File: src/rtl/jpeg_pkg.sv
// rtl/jpeg_pkg.sv - shared JPEG constants: block size, zigzag table, coefficient width, read FSM states
package jpeg_pkg;

  localparam int BLK_SIZE = 64;
  localparam int COEF_DW  = 12;

  // zigzag position -> raster index (row*8+col)
  localparam logic [5:0] ZZ [0:63] = '{
    6'd0,  6'd1,  6'd8,  6'd16, 6'd9,  6'd2,  6'd3,  6'd10,
    6'd17, 6'd24, 6'd32, 6'd25, 6'd18, 6'd11, 6'd4,  6'd5,
    6'd12, 6'd19, 6'd26, 6'd33, 6'd40, 6'd48, 6'd41, 6'd34,
    6'd27, 6'd20, 6'd13, 6'd6,  6'd7,  6'd14, 6'd21, 6'd28,
    6'd35, 6'd42, 6'd49, 6'd56, 6'd57, 6'd50, 6'd43, 6'd36,
    6'd29, 6'd22, 6'd15, 6'd23, 6'd30, 6'd37, 6'd44, 6'd51,
    6'd58, 6'd59, 6'd52, 6'd45, 6'd38, 6'd31, 6'd39, 6'd46,
    6'd53, 6'd60, 6'd61, 6'd54, 6'd47, 6'd55, 6'd62, 6'd63
  };

  typedef enum logic {
    RD_IDLE  = 1'b0,
    RD_DRAIN = 1'b1
  } rd_state_t;

endpackage

File: src/rtl/zz_bank.sv
// rtl/zz_bank.sv - 64-entry flop bank, one write port and one combinational read port
module zz_bank
  import jpeg_pkg::*;
#(
  parameter int DW = COEF_DW
) (
  input  logic          clk,
  input  logic          we,
  input  logic [5:0]    waddr,
  input  logic [DW-1:0] wdata,
  input  logic [5:0]    raddr,
  output logic [DW-1:0] rdata
);

  // contents are deliberately left unreset; the full flags in the parent gate their use
  logic [DW-1:0] mem [BLK_SIZE];

  always_ff @(posedge clk) begin
    if (we) mem[waddr] <= wdata;
  end

  assign rdata = mem[raddr];

endmodule

File: src/rtl/mdct_zigzag.sv
// rtl/mdct_zigzag.sv - ping-pong raster-to-zigzag reorder for 8x8 MDCT blocks
// Optional macro ZZ_EOB_MARK_EN adds an eob output marking zigzag position 63.
module mdct_zigzag
  import jpeg_pkg::*;
#(
  parameter int DW = COEF_DW
) (
  input  logic          clk,
  input  logic          rst,
  input  logic [DW-1:0] dcti,
  input  logic          idv,
  output logic [DW-1:0] zzo,
  output logic          odv,
  input  logic          ordy,
  output logic          sob,
  output logic          ovf
`ifdef ZZ_EOB_MARK_EN
  ,
  output logic          eob
`endif
);

  logic [1:0]    full;
  logic [1:0]    full_n;
  logic          wb;
  logic          rb;
  logic [5:0]    wcnt;
  logic [5:0]    rcnt;
  rd_state_t     st;

  logic          last_xfer;
  logic          wr_busy;
  logic          wr_acc;
  logic          swap;
  logic [5:0]    raddr;
  logic [DW-1:0] rdata0;
  logic [DW-1:0] rdata1;
  logic [DW-1:0] rd_sel;

  // odv is always high in DRAIN, so ordy alone marks a transfer; rcnt==0 means position 63 is on zzo
  always_comb begin
    last_xfer = (st == RD_DRAIN) && ordy && (rcnt == 6'd0);
    wr_busy   = full[wb] && !(last_xfer && (rb == wb));
    wr_acc    = idv && !wr_busy;
    swap      = last_xfer && full[~rb];
    raddr     = ZZ[rcnt];
    rd_sel    = (rb ^ swap) ? rdata1 : rdata0;
    full_n    = full;
    if (last_xfer) full_n[rb] = 1'b0;
    if (wr_acc && (wcnt == 6'd63)) full_n[wb] = 1'b1;
  end

  zz_bank #(.DW(DW)) u_bank0 (
    .clk   (clk),
    .we    (wr_acc && !wb),
    .waddr (wcnt),
    .wdata (dcti),
    .raddr (raddr),
    .rdata (rdata0)
  );

  zz_bank #(.DW(DW)) u_bank1 (
    .clk   (clk),
    .we    (wr_acc && wb),
    .waddr (wcnt),
    .wdata (dcti),
    .raddr (raddr),
    .rdata (rdata1)
  );

  always_ff @(posedge clk) begin
    if (rst) begin
      full <= 2'b00;
      wb   <= 1'b0;
      rb   <= 1'b0;
      wcnt <= 6'd0;
      rcnt <= 6'd0;
      st   <= RD_IDLE;
      zzo  <= '0;
      odv  <= 1'b0;
      sob  <= 1'b0;
      ovf  <= 1'b0;
    end else begin
      full <= full_n;
      if (wr_acc) begin
        wcnt <= wcnt + 6'd1;
        if (wcnt == 6'd63) wb <= ~wb;
      end
      if (idv && wr_busy) ovf <= 1'b1;

      case (st)
        RD_IDLE: begin
          if (full[rb]) begin
            zzo  <= rd_sel;
            odv  <= 1'b1;
            sob  <= 1'b1;
            rcnt <= 6'd1;
            st   <= RD_DRAIN;
          end
        end
        RD_DRAIN: begin
          if (ordy) begin
            if (rcnt != 6'd0) begin
              zzo  <= rd_sel;
              sob  <= 1'b0;
              rcnt <= rcnt + 6'd1;
            end else begin
              rb <= ~rb;
              // chain straight into the other bank when it is already waiting
              if (full[~rb]) begin
                zzo  <= rd_sel;
                sob  <= 1'b1;
                rcnt <= 6'd1;
              end else begin
                odv <= 1'b0;
                sob <= 1'b0;
                st  <= RD_IDLE;
              end
            end
          end
        end
        default: st <= RD_IDLE;
      endcase
    end
  end

`ifdef ZZ_EOB_MARK_EN
  always_ff @(posedge clk) begin
    if (rst) begin
      eob <= 1'b0;
    end else if ((st == RD_DRAIN) && ordy) begin
      eob <= (rcnt == 6'd63);
    end
  end
`endif

endmodule
File: config.mk
export PLATFORM = sky130hd
export DESIGN_NAME = mdct_zigzag
export DESIGN_NICKNAME = d
export VERILOG_FILES = /design/src/rtl/jpeg_pkg.sv /design/src/rtl/zz_bank.sv /design/src/rtl/mdct_zigzag.sv
export SDC_FILE = /design/constraint.sdc
export NUM_CORES = 2
export LEC_CHECK = 0
export ABC_AREA = 1
export CELL_PAD_IN_SITES_DETAIL_PLACEMENT = 1
export CELL_PAD_IN_SITES_GLOBAL_PLACEMENT = 2
export CORE_ASPECT_RATIO = 1.4
export CORE_MARGIN = 2
export CORE_UTILIZATION = 40
export DETAILED_ROUTE_END_ITERATION = 8
export PLACE_DENSITY_LB_ADDON = 0.25
export SETUP_SLACK_MARGIN = 0.5
export SLEW_MARGIN = 10
export SYNTH_ARGS = -nofsm -noshare
export SYNTH_HDL_FRONTEND = slang
export SYNTH_HIERARCHICAL = 1
export SYNTH_SLANG_ARGS = --single-unit
File: constraint.sdc
create_clock -name clk -period 3.7 [get_ports clk]
set_input_delay 0.74 -clock clk [delete_from_list [all_inputs] [get_ports clk]]
set_output_delay 0.74 -clock clk [all_outputs]
set_load 0.05 [all_outputs]
==> impl_results.md <==
- Fillers: 16.63k
- Startpoint types: flop
- Rel. slew slack: 26.99%
- First-pass GRT wire length: 328.4 mm
- Hold path start: dcti[1]
- Vias: 46.24k
- Root Driver: clkbuf_16
- Average wire per standard cell: 27.69 um
- Post-route cell area: 0.07978 mm^2
- Post-synthesis mux area share: 0%
- Combinational share of power: 1.7%
- Largest family of logic cells by synthesized area: simple AND/OR/NAND/NOR gates
- Clock skew: 0.03009 ns
- Storage element area: 0.04677 mm^2
- CP max FO: 7
- Worst path required time: 4.46 ns
- Syn Nets: 5709
- Netlist cell types: 35
- Layout cells sized above 1: 19.49%
- RR Startpoint: rcnt[0]$_SDFFE_PP0P_
- Post-layout min period: 3.345 ns
- CTS tree: done
- DP Area: 0.07021 mm^2
- Cells after synthesis: 5676
- Final worst path period share: 90.42%
- Die height: 482.2 um
- GRT Util Overall: 26.95%
- Switching share of power: 20.99%
- Vias per inst: 5.577
- XOR/XNOR Fraction of Synth Area: 0.09385%
- RSZ-0062 raised after global routing: yes
- Synthesized flop and latch total: 1568
- Setup TNS: 0 ns
- Worst reg2reg setup slack: 0.35 ns
- TritonCTS Sinks: 1568
- H-tree depth: 4
- Post-synthesis adder-cell area fraction: 0.3256%
- CP delay by family, top: buffers and inverters
- Clk_lat worst skew: 0.82 ns
- Cts bufs inserted: 156
- Total wire length: 229.5 mm
- Max Buffers Root-to-Sink: 3
- Setup slack after layout: 0.3546 ns
- GP Congestion: 0.8325
- DRC Markers: 0
- Worst setup path class: flop to flop
- Grt ovf: 0
- Synth Cell Area: 0.06533 mm^2
- Num rows: 175
- Die area: 0.1666 mm^2
- Pre-Repair DR Iteration Count: 5
- # port buffers: 30
- Antenna Violating Nets Remaining: 0
- Most frequent cell after synthesis: nand2_1
- Pre-CTS setup slack: -0.1107 ns
- Leak: 28.91 nW
- Top FF cell, synth: edfxtp_1
- Actual slew at the worst max-slew pin: 1.094 ns
- P&R area growth vs syn: 22.12%
- Worst Path Buf+Inv: 9
- Share of the synthesized area in the top cell type: 70.61%
- Reg clk slew, reported paths: 0.06 ns
- Initial antenna violation count: 5
- Syn Area/Cell: 11.51 um^2
- Chip Width: 345.5 um
- Post-Synth Simple-Gate Area: 23.37%
- Hold Fails Final Rpt: 0
- Ys Warns: 6
- Multi-input gate area: 0.01806 mm^2
- CP Launch Point: rcnt[0]$_SDFFE_PP0P_
- Vias in the first global route: 47.93k
- Max Fclk: 0.2989 GHz
- Arr. time, crit path: 4.11 ns
- Worst VDD drop: 443.0 uV
- Hpwl dp: 137.0 mm
- PwrDens: 449.0 mW/mm^2
- Initial Utilization: 40.26%
- Critical Path Slowest Stage Cell: dfxtp_2
- Crit end category: flop
- Core area: 0.1622 mm^2
- Number of max-cap violations: 0
- DP Cell Count: 7886
- Internal cell power: 28.30 mW
- Largest net degree at the start of global routing: 79
- Hold WC Path Type: input pin to flop
- Post-synth top cells: nand2_1, edfxtp_1, nand3_1, buf_2, nor2_1
- Main area contributors after synthesis: edfxtp_1, nand2_1, nand3_1
- Register share of total power: 54.5%
- P_sw: 7.521 mW
- Outcome: finished clean
- Post-Layout Cell Count: 8290
- First DRT Iteration DRCs: 3957
- Seq/Total Area, Yosys: 71.59%
- Total Nets Final: 6068
- Synth Area in Compound Gates: 0.6723%
- Pins Over Slew Limit: 0
- Ports: 31
- Number of synthesized flops with an enable pin: 1536
- Final-report setup violation count: 0
- Synth area leader: edfxtp_1
- Clock Power Share: 43.8%
- Post-synth ARST share: 0%
- Delay of the slowest critical-path stage: 0.34 ns
==> kinds of logic (layout without fill, tap and decap cells) <==
kind of cell             after synthesis  in the layout
AO/OA/AOI/OAI                         81             81
XOR/XNOR                               7              7
adder cells (fa/ha/maj)               17             17
buffers and inverters                438            924
flip-flops                          1568           1568
other                                  0              4
AND/OR/NAND/NOR                     3565           3565
==> power groups by stage <==
stage               sequential (mW)  combinational, mW  clock (mW)
floorplan                      19.9             0.0810           0
finish                         19.5              0.601        15.7
CTS                            19.5              0.601        15.9
global route                   19.5              0.636        16.5
detailed placement             19.9              0.583           0
global placement               19.9              0.568           0
==> through the flow <==
stage | power, mW | hold slack (ns) | util, %
finish | 35.82 | 0.3700 | 49.17
detailed placement | 20.49 | 0.4958 | 43.27
global placement | 20.47 | 0.4837 | 43.27
CTS | 36.06 | 0.3273 | 48.32
global route | 36.69 | 0.3721 | 49.16
floorplan | 19.98 | 0.4800 | -
==> flip-flops by register name (all words and copies together), names as in the netlist, 2 cells and up <==
| register | flops |
|---|---|
| zzo | 12 |
| u_bank1/mem | 768 |
| full | 2 |
| wcnt | 6 |
| rcnt | 6 |
| u_bank0/mem | 768 |
==> routing by layer <==
| metal | track usage, % | vias up | routed length (um) |
|---|---|---|---|
| met5 | 0 | - | 13 |
| met3 | 2.726 | 422 | 8421 |
| li1 | - | 20675 | - |
| met4 | 11.69 | 2 | 10700 |
| met1 | 32.10 | 23973 | 89890 |
| met2 | 49.46 | 1165 | 120500 |
==> what timing repair did <==
action / CTS / global route
setup buffers: 56 / 8
pin swaps: 64 / 88
setup endpoints to repair: 12 / 12
gates resized for setup: 397 / 215
hold buffers: 0 / 0
gates cloned: 36 / 15
==> layout make-up <==
class | count | share of cell area [%]
well taps | 2124 | 3.331
flip-flops and latches | 1568 | 58.63
clock buffers | 199 | 5.215
repair buffers | 552 | 8.596
diodes | 4 | 0.01255
inverters | 82 | 0.4972
repair inverters | 5 | 0.1129
clock inverters | 86 | 0.9724
multi-input cells | 3670 | 22.64
==> final timing paths <==
| kind | cells after the start | end |
|---|---|---|
| max | 25 | zzo[8]$_SDFFE_PP0P_ |
| min | 1 | u_bank0/mem[37][1]$_DFFE_PP_ |
| max reg2reg | 25 | zzo[8]$_SDFFE_PP0P_ |
| min reg2reg | 2 | sob$_SDFFE_PP0P_ |
==> cell usage in the layout, fill, tap and decap left out, types with 15 or more instances in the layout <==
master and count:
clkdlybuf4s50_1 18, nand4_1 23, buf_12 71, nand3_4 28, clkinv_2 28, nor4_2 16, clkbuf_16 174, o21ai_0 15
buf_16 48, nand2_1 1872, a21oi_1 33, dfxtp_1 28, edfxtp_1 1536, buf_4 325, clkinv_1 31, nor2_1 139
buf_6 55, nand2_2 124, nand3_2 212, clkbuf_1 38, nand2_4 17, nand3_1 1124, inv_1 62
No activity file was read; power rests on OpenSTA's default activity.
